### config.mk
export PLATFORM = sky130hd
export DESIGN_NAME = caravel_io_ctrl_flat
export DESIGN_NICKNAME = d
export VERILOG_FILES = /design/src/rtl/caravel_io_ctrl_if.sv /design/src/rtl/caravel_io_ctrl.sv /design/src/flat_wrapper.sv
export SDC_FILE = /design/constraint.sdc
export NUM_CORES = 1
export LEC_CHECK = 0
export ABC_CLOCK_PERIOD_IN_PS = 14100
export CAP_MARGIN = 20
export CORE_ASPECT_RATIO = 0.9
export CORE_MARGIN = 5
export CORE_UTILIZATION = 50
export CTS_BUF_LIST = sky130_fd_sc_hd__clkbuf_8
export DETAILED_ROUTE_END_ITERATION = 8
export PLACE_DENSITY = 0.9
export SKIP_CTS_REPAIR_TIMING = 1
export SYNTH_ARGS = -nofsm -noshare
export SYNTH_HDL_FRONTEND = slang
export SYNTH_SLANG_ARGS = --single-unit
### constraint.sdc
create_clock -name wb_clk_i -period 14.1 [get_ports wb_clk_i]
set_input_delay 2.82 -clock wb_clk_i [delete_from_list [all_inputs] [get_ports wb_clk_i]]
set_output_delay 2.82 -clock wb_clk_i [all_outputs]
set_load 0.02 [all_outputs]
### src/rtl/caravel_io_ctrl_if.sv
// Wishbone classic slave bus used by the Caravel pad controller.
// The master modport is the management SoC side, the slave modport is the pad controller.
interface caravel_io_ctrl_if;
    logic        wbs_cyc_i;
    logic        wbs_stb_i;
    logic        wbs_we_i;
    logic [3:0]  wbs_sel_i;
    logic [31:0] wbs_adr_i;
    logic [31:0] wbs_dat_i;
    logic [31:0] wbs_dat_o;
    logic        wbs_ack_o;

    modport master (
        output wbs_cyc_i, wbs_stb_i, wbs_we_i, wbs_sel_i, wbs_adr_i, wbs_dat_i,
        input  wbs_dat_o, wbs_ack_o
    );

    modport slave (
        input  wbs_cyc_i, wbs_stb_i, wbs_we_i, wbs_sel_i, wbs_adr_i, wbs_dat_i,
        output wbs_dat_o, wbs_ack_o
    );
endinterface

### src/rtl/caravel_io_ctrl.sv
// Pad controller between the Caravel user pins and the SoC core.
// Each pad is muxed between core-driven and register-driven out/oeb, all pad
// inputs are synchronised, and rising edges raise a maskable level interrupt.
// Registers are split into LO (bits 31:0) and HI (bits 63:32) words; bits at
// index >= NUM_IO do not exist, so they read 0 and swallow writes.
module caravel_io_ctrl #(
    parameter int          NUM_IO    = 38,
    parameter logic [31:0] BASE_ADDR = 32'h3000_0000
) (
    input  logic                 wb_clk_i,
    input  logic                 wb_rst_i,
    caravel_io_ctrl_if.slave     wb,
    input  logic [NUM_IO-1:0]    io_in,
    output logic [NUM_IO-1:0]    io_out,
    output logic [NUM_IO-1:0]    io_oeb,
    output logic [NUM_IO-1:0]    core_io_in,
    input  logic [NUM_IO-1:0]    core_io_out,
    input  logic [NUM_IO-1:0]    core_io_oeb,
    output logic                 irq_o
);

    // Register pair index (adr[7:3]); adr[2] selects the LO/HI word.
    localparam logic [4:0] REG_SEL  = 5'd0;
    localparam logic [4:0] REG_OUT  = 5'd1;
    localparam logic [4:0] REG_OEB  = 5'd2;
    localparam logic [4:0] REG_IN   = 5'd3;
    localparam logic [4:0] REG_STAT = 5'd4;
    localparam logic [4:0] REG_IEN  = 5'd5;

    logic [NUM_IO-1:0] sel_q;
    logic [NUM_IO-1:0] out_q;
    logic [NUM_IO-1:0] oeb_q;
    logic [NUM_IO-1:0] stat_q;
    logic [NUM_IO-1:0] ien_q;
    logic [NUM_IO-1:0] sync1;
    logic [NUM_IO-1:0] sync2;
    logic [NUM_IO-1:0] prev;
    logic [NUM_IO-1:0] rise;
    logic [NUM_IO-1:0] bit_we;
    logic [NUM_IO-1:0] bit_wd;
    logic [NUM_IO-1:0] stat_clr;
    logic              ack_q;
    logic [31:0]       dat_q;

    logic              hit;
    logic              req;
    logic              wr;
    logic [4:0]        reg_idx;
    logic              hi;
    logic [63:0]       rd_view;
    logic [31:0]       rd_word;

    // Bus decode; ack_q in the request term spaces acks of a held request.
    assign hit     = (wb.wbs_adr_i[31:8] == BASE_ADDR[31:8]);
    assign req     = wb.wbs_cyc_i & wb.wbs_stb_i & hit & ~ack_q;
    assign wr      = req & wb.wbs_we_i;
    assign reg_idx = wb.wbs_adr_i[7:3];
    assign hi      = wb.wbs_adr_i[2];

    // Per-pad write strobe and data: pad i lives in word i/32, byte (i%32)/8.
    always_comb begin
        bit_we = '0;
        bit_wd = '0;
        for (int i = 0; i < NUM_IO; i++) begin
            bit_we[i] = (hi == (i >= 32)) && wb.wbs_sel_i[(i % 32) / 8];
            bit_wd[i] = wb.wbs_dat_i[i % 32];
        end
    end

    assign rise     = sync2 & ~prev;
    assign stat_clr = (wr && reg_idx == REG_STAT) ? (bit_we & bit_wd) : '0;

    // Read mux: zero-extended 64-bit view of the addressed pair, then pick a word.
    always_comb begin
        rd_view = '0;
        case (reg_idx)
            REG_SEL:  rd_view[NUM_IO-1:0] = sel_q;
            REG_OUT:  rd_view[NUM_IO-1:0] = out_q;
            REG_OEB:  rd_view[NUM_IO-1:0] = oeb_q;
            REG_IN:   rd_view[NUM_IO-1:0] = sync2;
            REG_STAT: rd_view[NUM_IO-1:0] = stat_q;
            REG_IEN:  rd_view[NUM_IO-1:0] = ien_q;
            default:  rd_view = '0;
        endcase
        rd_word = hi ? rd_view[63:32] : rd_view[31:0];
    end

    // Bus response: single-cycle ack, read data only alongside ack.
    always_ff @(posedge wb_clk_i or posedge wb_rst_i) begin
        if (wb_rst_i) begin
            ack_q <= 1'b0;
            dat_q <= '0;
        end else begin
            ack_q <= req;
            dat_q <= (req && !wb.wbs_we_i) ? rd_word : '0;
        end
    end

    // Configuration registers, written on the edge that raises ack.
    always_ff @(posedge wb_clk_i or posedge wb_rst_i) begin
        if (wb_rst_i) begin
            sel_q <= '0;
            out_q <= '0;
            oeb_q <= '1;
            ien_q <= '0;
        end else if (wr) begin
            if (reg_idx == REG_SEL) sel_q <= (sel_q & ~bit_we) | (bit_wd & bit_we);
            if (reg_idx == REG_OUT) out_q <= (out_q & ~bit_we) | (bit_wd & bit_we);
            if (reg_idx == REG_OEB) oeb_q <= (oeb_q & ~bit_we) | (bit_wd & bit_we);
            if (reg_idx == REG_IEN) ien_q <= (ien_q & ~bit_we) | (bit_wd & bit_we);
        end
    end

    // Input synchroniser, previous-value stage and sticky edge status (set beats clear).
    always_ff @(posedge wb_clk_i or posedge wb_rst_i) begin
        if (wb_rst_i) begin
            sync1  <= '0;
            sync2  <= '0;
            prev   <= '0;
            stat_q <= '0;
        end else begin
            sync1  <= io_in;
            sync2  <= sync1;
            prev   <= sync2;
            stat_q <= (stat_q & ~stat_clr) | rise;
        end
    end

    assign io_out     = (sel_q & out_q) | (~sel_q & core_io_out);
    assign io_oeb     = (sel_q & oeb_q) | (~sel_q & core_io_oeb);
    assign core_io_in = io_in;
    assign irq_o      = |(stat_q & ien_q);

    assign wb.wbs_ack_o = ack_q;
    assign wb.wbs_dat_o = dat_q;

endmodule

### src/flat_wrapper.sv
// flat-port wrapper written by rule: the top's interface ports become plain ports
module caravel_io_ctrl_flat 
#(
    parameter int          NUM_IO    = 38,
    parameter logic [31:0] BASE_ADDR = 32'h3000_0000
)
  (wb_clk_i, wb_rst_i, io_in, io_out, io_oeb, core_io_in, core_io_out, core_io_oeb, irq_o, wb_wbs_cyc_i, wb_wbs_stb_i, wb_wbs_we_i, wb_wbs_sel_i, wb_wbs_adr_i, wb_wbs_dat_i, wb_wbs_dat_o, wb_wbs_ack_o);
  caravel_io_ctrl_if wb_i ();
  input  logic wb_clk_i;
  input  logic wb_rst_i;
  input  logic [NUM_IO-1:0] io_in;
  output logic [NUM_IO-1:0] io_out;
  output logic [NUM_IO-1:0] io_oeb;
  output logic [NUM_IO-1:0] core_io_in;
  input  logic [NUM_IO-1:0] core_io_out;
  input  logic [NUM_IO-1:0] core_io_oeb;
  output logic irq_o;
  input wire logic [$bits(wb_i.wbs_cyc_i)-1:0] wb_wbs_cyc_i;
  input wire logic [$bits(wb_i.wbs_stb_i)-1:0] wb_wbs_stb_i;
  input wire logic [$bits(wb_i.wbs_we_i)-1:0] wb_wbs_we_i;
  input wire logic [$bits(wb_i.wbs_sel_i)-1:0] wb_wbs_sel_i;
  input wire logic [$bits(wb_i.wbs_adr_i)-1:0] wb_wbs_adr_i;
  input wire logic [$bits(wb_i.wbs_dat_i)-1:0] wb_wbs_dat_i;
  output wire logic [$bits(wb_i.wbs_dat_o)-1:0] wb_wbs_dat_o;
  output wire logic [$bits(wb_i.wbs_ack_o)-1:0] wb_wbs_ack_o;
  assign wb_i.wbs_cyc_i = wb_wbs_cyc_i;
  assign wb_i.wbs_stb_i = wb_wbs_stb_i;
  assign wb_i.wbs_we_i = wb_wbs_we_i;
  assign wb_i.wbs_sel_i = wb_wbs_sel_i;
  assign wb_i.wbs_adr_i = wb_wbs_adr_i;
  assign wb_i.wbs_dat_i = wb_wbs_dat_i;
  assign wb_wbs_dat_o = wb_i.wbs_dat_o;
  assign wb_wbs_ack_o = wb_i.wbs_ack_o;
  caravel_io_ctrl #(.NUM_IO(NUM_IO), .BASE_ADDR(BASE_ADDR)) u_core (.wb_clk_i(wb_clk_i), .wb_rst_i(wb_rst_i), .wb(wb_i), .io_in(io_in), .io_out(io_out), .io_oeb(io_oeb), .core_io_in(core_io_in), .core_io_out(core_io_out), .core_io_oeb(core_io_oeb), .irq_o(irq_o));
endmodule
Word level (Yosys, flattened, before mapping):

Cells that the tools add are included.

* memory bits (read-only): 0
* output and inout port bits: 148
* latch bits: 0
* register bits: 337
* memories kept: 0
* input port bits: 187
* memory bits (writable): 0

* shifts and indexed selects: 0
* multipliers: 0
* order comparisons: 0
* equal/unequal tests: 6
* bitwise logic cells: 29
* reduce and logical (&&, ||, !) cells: 14
* multiplexer cells: 4
* divide/modulo/power cells: 0
* add/sub/neg operators: 0

Operator list (count)
* $and 38x38->38: 12
* $or 38x38->38: 7
* $pmux 38 s6: 1
* $not 38->38: 4
* $mux 32: 2
* $mux 38: 1
* $reduce_or 38->1: 1
* $eq 24x22->1 const B: 1
* $eq 5x2->1 const B: 2
* $eq 5x3->1 const B: 2
* $reduce_and 2->1: 4
* $logic_and 1x1->1: 7
* $eq 5x1->1 const B: 1
* $logic_not 5->1: 1
* $and 1x1->1: 4
* $not 1->1: 2
* $logic_not 1->1: 1

Depth between registers and ports, before layout:

Gate-level depths: netlist of the first run.

* depth after elaboration: 9
* mapped depth: 9
* mapped depth without buffers: 6

Worst setup path before layout of the first run:

No wires, ideal clock.

* kind: in2out
* start: in core_io_oeb[0]
* end: out io_oeb[0]
* cell stages on the path: 1
* data arrival time: 3.122 ns
* required time: 11.280 ns
* setup slack: 8.158 ns
* path through: mux2_2

* longest elaborated chain between the ends: 2

RTL lines
* from (decl): RTL line flat_wrapper.sv:16 `input logic [NUM_IO-1:0] core_io_oeb;`
* $and 38x38->38: RTL line caravel_io_ctrl.sv:130 `assign io_oeb = (sel_q & oeb_q) | (~sel_q & core_io_oeb);`
* $or 38x38->38: RTL line caravel_io_ctrl.sv:130
* to (decl): RTL line flat_wrapper.sv:13 `output logic [NUM_IO-1:0] io_oeb;`

No other way between the ends.

Worst setup path after layout of the first run:

* start: in core_io_out[7]
* end: out io_out[7]

* longest elaborated chain between the ends: 2

RTL lines
* from (decl): RTL line flat_wrapper.sv:15 `input logic [NUM_IO-1:0] core_io_out;`
* $and 38x38->38: RTL line caravel_io_ctrl.sv:129 `assign io_out = (sel_q & out_q) | (~sel_q & core_io_out);`
* $or 38x38->38: RTL line caravel_io_ctrl.sv:129
* to (decl): RTL line flat_wrapper.sv:12 `output logic [NUM_IO-1:0] io_out;`

No other way between the ends.

==> out/qor.txt, run 1 <==
H-tree Lvls: 2
# port buffers: 332
CTS sink count: 337
WL final: 42.6 mm
Multi-input logic area: 0.00534 mm2
Layout Utilization: 66.4%
Slew headroom: 29.1%
Worst EP required: 11280 ps
CP Max Fanout: 1
Synthesis Warnings: 0
GRT Overall Usage: 25.5%
Starting Density: 50.6%
Register area: 0.00848 mm2
Initial antenna violation count: 1
Initial DRC Count: 744
Final hold viol count: 0
Row count: 59
Worst-Skew Late Latency: 580 ps
Power per cell area: 111 mW/mm2
FF+latch count, synth: 337
Filler instances: 2066
Clock buffer depth: 3
RSZ-0062 raised after global routing: no
Die area: 0.0326 mm2
Largest net degree at the start of global routing: 192
Sequential area share after synthesis: 58.3%
Tmin final: 6890 ps
Root buf cell: clkbuf_8
GRT overflow: 0
Worst Path Buf+Inv: 2
CP arrival: 4070 ps
DP Worst Slack: 7190 ps
Slowest stage delay, CP: 650 ps
Final GP Congestion: 0.839
CTS tree: yes
Number of global-route vias before repair: 11.5k
Fmax: 145 MHz
Static leakage: 0.00844 uW
Count of cell types in the netlist: 48
Hold Crit Class: reg -> reg
Mean post-synth cell area: 13.3 um2
Setup ws final: 7210 ps
Slew Limit Fails: 0
Final Skew: 36.3 ps
Drt drc: 0
CP cell instances: clkdlybuf4s50_1 -> mux2_2 -> clkdlybuf4s50_1
Commonest cells after routing, fill and taps aside: clkdlybuf4s50_1, dfrtp_1, mux2_2
Status: finished clean
Clk slew on worst S/H paths: 60 ps
Vias: 10.6k
Setup TNS: 0 ps
CP startpoint kind: primary input
TritonCTS Buffers: 54
DRT antenna net count: 0
Synthesized net count: 1280
Die Wd: 190 um
Final clock period utilization by the worst path: 48.9%
Core ar.: 0.0288 mm2
Area Growth Syn to Fin: 31.3%
Commonest non-fill, non-tap cell in the layout: clkdlybuf4s50_1
CP Capture Type: output port
Final setup viols: 0
CP max-delay cell: clkdlybuf4s50_1
First-pass GRT wire length: 65.1 mm
Share of cells above drive strength 1: 26.3%
Critical path class: in -> out
IO Pins: 335
Max-cap viol count: 0
Post-DP HPWL: 28.7 mm
Maximum vdd drop: 0.0000747 V
Final #Nets: 1577
Die Ht: 172 um
DR vias/cell: 5.86
CP most frequent cell: clkdlybuf4s50_1
Avg WL per Cell: 23.7 um
Synth Instances: 1093
1st-pass router iterations: 5
Top delay family on crit path: buffers and inverters
Mapped Area: 0.0146 mm2
Worst slew pin tran: 1060 ps
==> cell type report <==
type | instances | area share, %
diodes | 1 | 0.0131
clock buffers | 67 | 4.82
clock inverters | 34 | 1.60
inverters | 40 | 0.825
multi-input cells | 615 | 27.9
flip-flops and latches | 337 | 44.4
well taps | 366 | 2.40
repair buffers | 342 | 18.0
==> synth_stat cells, drive strengths merged <==
cell type	number	area, um2
a21oi	6	30.0
a211oi	2	15.0
nand2b	2	12.5
a21o	3	22.5
o21ai	54	270
a22oi	19	143
mux2	229	2580
a31oi	1	6.26
nand4	19	119
or3	1	6.26
buf	81	518
nor3b	2	37.5
mux2i	67	671
a211o	7	61.3
nor2	39	149
and2	5	31.3
or4b	2	20.0
dfstp	38	998
nor2b	2	12.5
and3	13	81.3
o221ai	1	15.0
a22o	18	158
nor4b	6	73.8
dfrtp	299	7480
o211ai	2	15.0
o22ai	28	175
inv	40	150
nand3	29	145
a2111oi	3	33.8
nand2	6	22.5
nor4	6	37.5
a221oi	31	272
clkbuf	20	82.6
or2	1	6.26
nor3	11	104
==> kinds of logic after synthesis <==
logic type	count (synthesis)	share of synthesized area, %
flip-flops	337	58.3
buffers and inverters	141	5.16
AND/OR/NAND/NOR	144	5.90
multiplexers	296	22.3
AO/OA/AOI/OAI	175	8.36
==> per-stage QoR <==
step	std cells	area, um2	hold slack (ps)	power, uW
after floorplan	1093	14600	331	1100
after global placement	1698	17800	333	1200
after detailed placement	1698	17800	335	1200
after CTS	1799	19100	348	2130
after global routing	1801	19100	351	2190
final	1802	19100	347	2110
==> where the power goes <==
group | switching [uW] | total, uW | internal [uW]
combinational | 94.0 | 191 | 97.2
clock | 389 | 929 | 539
sequential | 8.27 | 993 | 984
==> path summary, 6_finish.rpt <==
kind	cells after the start	end	slack, ps	from
max in group asynchronous	4	asynchronous set/reset pin	9750	wb_rst_i
worst min register to register	0	u_core.sync2[8]	350	u_core.sync1[8]
worst max register to register	6	register	10820	u_core.wb.wbs_ack_o
worst min-delay path	0	u_core.sync2[8]	350	u_core.sync1[8]
min in group asynchronous	2	asynchronous set/reset pin	2540	wb_rst_i
worst max-delay path	3	io_out[7]	7210	core_io_out[7]
==> per-layer routing <==
| metal | routed length, um | track usage [%] | vias up |
|---|---|---|---|
| met5 | 15 | 0 | - |
| met1 | 17200 | 33.1 | 5405 |
| li1 | - | - | 4580 |
| met3 | 3370 | 6.74 | 99 |
| met4 | 1120 | 8.02 | 2 |
| met2 | 20900 | 42.5 | 473 |
Note: power is estimated with default switching activity, not from simulation.
==> inputs of run 2 (changes only) <==
ABC_CLOCK_PERIOD_IN_PS = 6000   (was 14100)
CORE_UTILIZATION = 47   (was 50)
PLACE_DENSITY = 0.89   (was 0.9)
clock period = 6 ns   (was 14.1 ns; I/O delays follow)
==> out/qor.txt, run 2 (same netlist as run 1, synthesis figures left out) <==
Worst EP required: 4800 ps (-6480 ps)
First-pass GRT wire length: 65.4 mm (+0.39%)
Clock buffer depth: 3 (unchanged)
Commonest non-fill, non-tap cell in the layout: clkdlybuf4s50_1
GRT overflow: 0 (unchanged)
Critical path class: reg -> out
Root buf cell: clkbuf_8
Reg power frac: 49.9% (+2.9 points)
Power per cell area: 246 mW/mm2 (+120%)
Initial DRC Count: 671 (-9.8%)
1st-pass router iterations: 7 (+2)
Clk slew on worst S/H paths: 60 ps (about the same)
RSZ-0062 raised after global routing: no
Final Skew: 26.4 ps (-9.85 ps)
Final #Nets: 1580 (+0.19%)
Worst-Skew Late Latency: 570 ps (about the same)
Drt drc: 0 (unchanged)
CTS sink count: 337 (unchanged)
CP max-delay cell: clkdlybuf4s50_1
CP most frequent cell: nand4_1
CTS tree: yes
DRT antenna net count: 0 (unchanged)
Sw Share: 23.8% (+0.52 points)
Die Ht: 177 um (+3.0%)
Number of global-route vias before repair: 11.3k (-1.9%)
Starting Density: 47.3% (-3.2 points)
Tmin final: 4010 ps
Vias: 10.5k (-0.98%)
Max-cap viol count: 0 (unchanged)
Post-DP HPWL: 29.9 mm (+4.0%)
CP cell instances: a22o_1 -> a221oi_1 -> nand4_1 -> nor3_1 -> nand4_1 -> clkdlybuf4s50_1
Commonest cells after routing, fill and taps aside: clkdlybuf4s50_1, dfrtp_1, mux2_2
Hold Crit Class: reg -> reg
Combinational Power Share: 9.5% (+0.4 points)
Int Power: 3560 uW (+120%)
TritonCTS Buffers: 53 (-1.9%)
Total Power: 4670 uW (+120%)
GRT Overall Usage: 24.1% (-1.4 points)
Die area: 0.0346 mm2 (+6.0%)
Die Wd: 195 um (+3.0%)
CP startpoint kind: register
H-tree Lvls: 2 (unchanged)
Maximum vdd drop: 0.000205 V (+170%)
Slowest stage delay, CP: 580 ps (-70 ps)
Final setup viols: 0 (unchanged)
Slew Limit Fails: 0 (unchanged)
Row count: 61 (+3.4%)
Largest net degree at the start of global routing: 160 (-17%)
Status: finished clean
DR vias/cell: 5.66 (-3.4%)
Share of cells above drive strength 1: 26.0% (-0.32 points)
Final hold viol count: 0 (unchanged)
CP Capture Type: output port
# port buffers: 332 (unchanged)
Static leakage: 0.00839 uW (-0.65%)
Avg WL per Cell: 23.2 um (-2.0%)
Initial antenna violation count: 1 (unchanged)
Final GP Congestion: 0.856 (+2.0%)
Worst slew pin tran: 1000 ps (-61.8 ps)
Reg2Reg Setup Slack: 2990 ps (-7830 ps)
Final clock period utilization by the worst path: 66.9%
Fmax: 249 MHz
Core ar.: 0.0308 mm2 (+6.8%)
Psw: 1110 uW (+130%)
WL final: 42.8 mm (+0.42%)
Slew headroom: 32.9% (+3.8 points)
Area Growth Syn to Fin: 30.6%
CP Max Fanout: 3 (+2)
IO Pins: 335 (unchanged)
Layout Utilization: 61.8% (-4.6 points)
Clk pwr share: 40.6% (-3.4 points)
CP arrival: 2810 ps (-1260 ps)
Setup TNS: 0 ps (unchanged)
run 2: path summary, 6_finish.rpt:
kind                                     start                          to  cells after the start
setup / recovery              u_core.stat_q[6]                       irq_o                      6
hold / removal                 u_core.sync1[1]             u_core.sync2[1]                      0
setup reg to reg           u_core.wb.wbs_ack_o                    register                      7
hold reg to reg                u_core.sync1[1]             u_core.sync2[1]                      0
max in group asynchronous             wb_rst_i  asynchronous set/reset pin                      3
min in group asynchronous             wb_rst_i  asynchronous set/reset pin                      2
run 2: layout make-up:
| cell class | count | area [um2] |
|---|---|---|
| diodes | 1 | 2.50 |
| fillers | 2329 | 11800 |
| clock buffers | 65 | 895 |
| well taps | 409 | 512 |
| flip-flops and latches | 337 | 8480 |
| repair buffers | 346 | 3450 |
| clock inverters | 34 | 174 |
| inverters | 40 | 154 |
| multi-input cells | 615 | 5340 |
run 2: through the flow:
| step | hold slack, ps | instances | cell area (um2) | setup WS (ps) |
|---|---|---|---|---|
| after global placement | 333 | 1747 | 17900 | 1610 |
| final | 343 | 1847 | 19000 | 1990 |
| after floorplan | 331 | 1093 | 14600 | 326 |
| after CTS | 347 | 1846 | 19000 | 1850 |
| after global routing | 347 | 1846 | 19000 | 1800 |
| after detailed placement | 335 | 1747 | 17900 | 1570 |
run 2: critical path, delay by kind of cell (launching register included):
kind / cells / cell delay (ps)
buffers and inverters: 1 / 580
and+or+nand+nor: 3 / 670
AOI/OAI and AO/OA: 2 / 610
DFF: 1 / 390
run 2: power by group through the flow:
stage               combinational [uW]  sequential [uW]  clock, uW
floorplan                          210             2370          0
global placement                   441             2370          0
detailed placement                 448             2370          0
CTS                                450             2330       1940
global route                       477             2340       2060
finish                             445             2330       1900
run 2: metal layers:
metal  vias to the layer above  wire length, um  GRT usage (%)  part of all wire [%]
met5                         -                0              0                     0
li1                       4580                -              -                     -
met3                        69             3370           5.18                   7.9
met4                         0              902           6.52                   2.1
met1                      5306            17700           32.2                    41
met2                       500            20800           40.3                    49
==> inputs of run 3 (changes only) <==
ABC_CLOCK_PERIOD_IN_PS = 3900   (was 6000)
CORE_UTILIZATION = 50   (was 47)
PLACE_DENSITY = 0.9   (was 0.89)
clock period = 3.9 ns   (was 6 ns; I/O delays follow)
==> out/qor.txt, run 3 (same netlist as run 1, synthesis figures left out) <==
Maximum vdd drop: 0.000250 V (+22%)
Final setup viols: 0 (unchanged)
Final GP Congestion: 0.844 (-1.4%)
Reg-to-Reg Start: u_core.wb.wbs_ack_o
GRT overflow: 0 (unchanged)
Static leakage: 0.00851 uW (+1.5%)
Number of global-route vias before repair: 11.6k (+2.9%)
RSZ-0062 raised after global routing: no
DR vias/cell: 5.85 (+3.4%)
CP max-delay cell: clkdlybuf4s50_1
CTS tree: yes
Post-DP HPWL: 30.6 mm (+2.3%)
CP arrival: 2800 ps (about the same)
Hold Crit Class: reg -> reg
Clock buffer depth: 3 (unchanged)
Status: finished clean
Worst-Skew Late Latency: 570 ps (about the same)
CP Max Fanout: 3 (unchanged)
CTS sink count: 337 (unchanged)
Initial antenna violation count: 1 (unchanged)
Reg2Reg Depth: 6 (-1)
IO Pins: 335 (unchanged)
CP startpoint kind: register
Die Ht: 172 um (-2.9%)
Largest net degree at the start of global routing: 50 (-69%)
Area Growth Syn to Fin: 31.6%
First-pass GRT wire length: 66.8 mm (+2.1%)
Die Wd: 190 um (-2.9%)
WL final: 43.3 mm (+1.2%)
Commonest cells after routing, fill and taps aside: clkdlybuf4s50_1, dfrtp_1, mux2_2
Max-cap viol count: 0 (unchanged)
Critical path endpoint: irq_o
GR peak layer: met2
Starting Density: 50.6% (+3.2 points)
Slowest stage delay, CP: 590 ps (about the same)
TritonCTS Buffers: 51 (-3.8%)
H-tree Lvls: 2 (unchanged)
Die area: 0.0326 mm2 (-5.7%)
Final hold viol count: 0 (unchanged)
Hold Crit Start: u_core.sync1[15]
Root buf cell: clkbuf_8
Worst hold slack: 337 ps (-6.02 ps)
# diodes: 0 (-1)
CP cell instances: a22o_1 -> a221oi_1 -> nand4_1 -> nor3_1 -> nand4_1 -> clkdlybuf4s50_1
Slew Limit Fails: 0 (unchanged)
Initial DRC Count: 780 (+16%)
Avg WL per Cell: 23.8 um (+2.6%)
1st-pass router iterations: 5 (-2)
Row count: 59 (-3.3%)
Final Skew: 33.9 ps (+7.49 ps)
Drt drc: 0 (unchanged)
Vias: 10.7k (+2.0%)
Final #Nets: 1602 (+1.4%)
Reg2Reg Setup Slack: 1210 ps (-1780 ps)
Met1 usage: 34.2% (+2.0 points)
GRT Overall Usage: 26.2% (+2.1 points)
Final clock period utilization by the worst path: 91.8%
Share of cells above drive strength 1: 27.1% (+1.0 points)
Power per cell area: 375 mW/mm2 (+52%)
DRT antenna net count: 0 (unchanged)
Commonest non-fill, non-tap cell in the layout: clkdlybuf4s50_1
Slew headroom: 35.9% (+3.0 points)
Tmin final: 3580 ps
Multi-input logic area: 0.00534 mm2 (unchanged)
GR Layer Usage met3: 6.20% (+1.0 points)
CP Capture Type: output port
Worst slew pin tran: 960 ps (-41.5 ps)
Critical path class: reg -> out
Core ar.: 0.0288 mm2 (-6.4%)
Clk slew on worst S/H paths: 70 ps (about the same)
CP most frequent cell: nand4_1
Worst Setup SP: u_core.stat_q[6]
Filler instances: 1986 (-15%)
Met2 Use GR: 44.4% (+4.0 points)
Layout Utilization: 66.6% (+4.8 points)
Register area: 0.00848 mm2 (unchanged)
# port buffers: 332 (unchanged)
Fmax: 279 MHz
Worst EP required: 3120 ps (-1680 ps)
run 3: how the worst min path moves through the flow:
stage,endpoint,slack [ps],cells after the start
finish,u_core.sync2[15],340,0
global route,u_core.sync2[4],350,0
CTS,u_core.sync2[15],350,0
detailed placement,u_core.sync2[12],330,0
global placement,u_core.sync2[11],330,0
floorplan,u_core.sync2[0],330,0
run 3: power by group:
group / total [uW] / internal [uW] / switching, uW
registers: 3590 / 3560 / 29.9
logic: 711 / 366 / 345
clock network: 2880 / 1540 / 1340
total: 7180 / 5470 / 1710
run 3: metrics by stage:
step	area, um2	power (uW)	instances	TNS, ps	setup slack [ps]
after floorplan	14600	3960	1093	-410040	-1350
after global placement	18100	4350	1728	0	410
after detailed placement	18100	4360	1728	0	291
after CTS	19200	7230	1822	0	286
after global routing	19200	7450	1822	0	125
final	19200	7180	1822	0	321
run 3: routing by layer:
layer	up-vias	part of all wire, %
met2	541	49
li1	4613	-
met1	5422	40
met4	2	2.2
met3	83	8.6
met5	-	0.046
run 3: cell type report:
class                      instances  area share (%)
timing repair buffer             370            19.3
tap                              366            2.39
multi-input combinational        615            27.9
inverter                          40           0.803
clock inverter                    30           0.803
clock buffer                      64            4.60
sequential                       337            44.3
run 3: worst max-delay path: cells and delay by family (launching register included):
family                 cells  cell delay, ps
AND/OR/NAND/NOR            3             680
buffers and inverters      1             590
AO/OA/AOI/OAI              2             560
flip-flops                 1             390
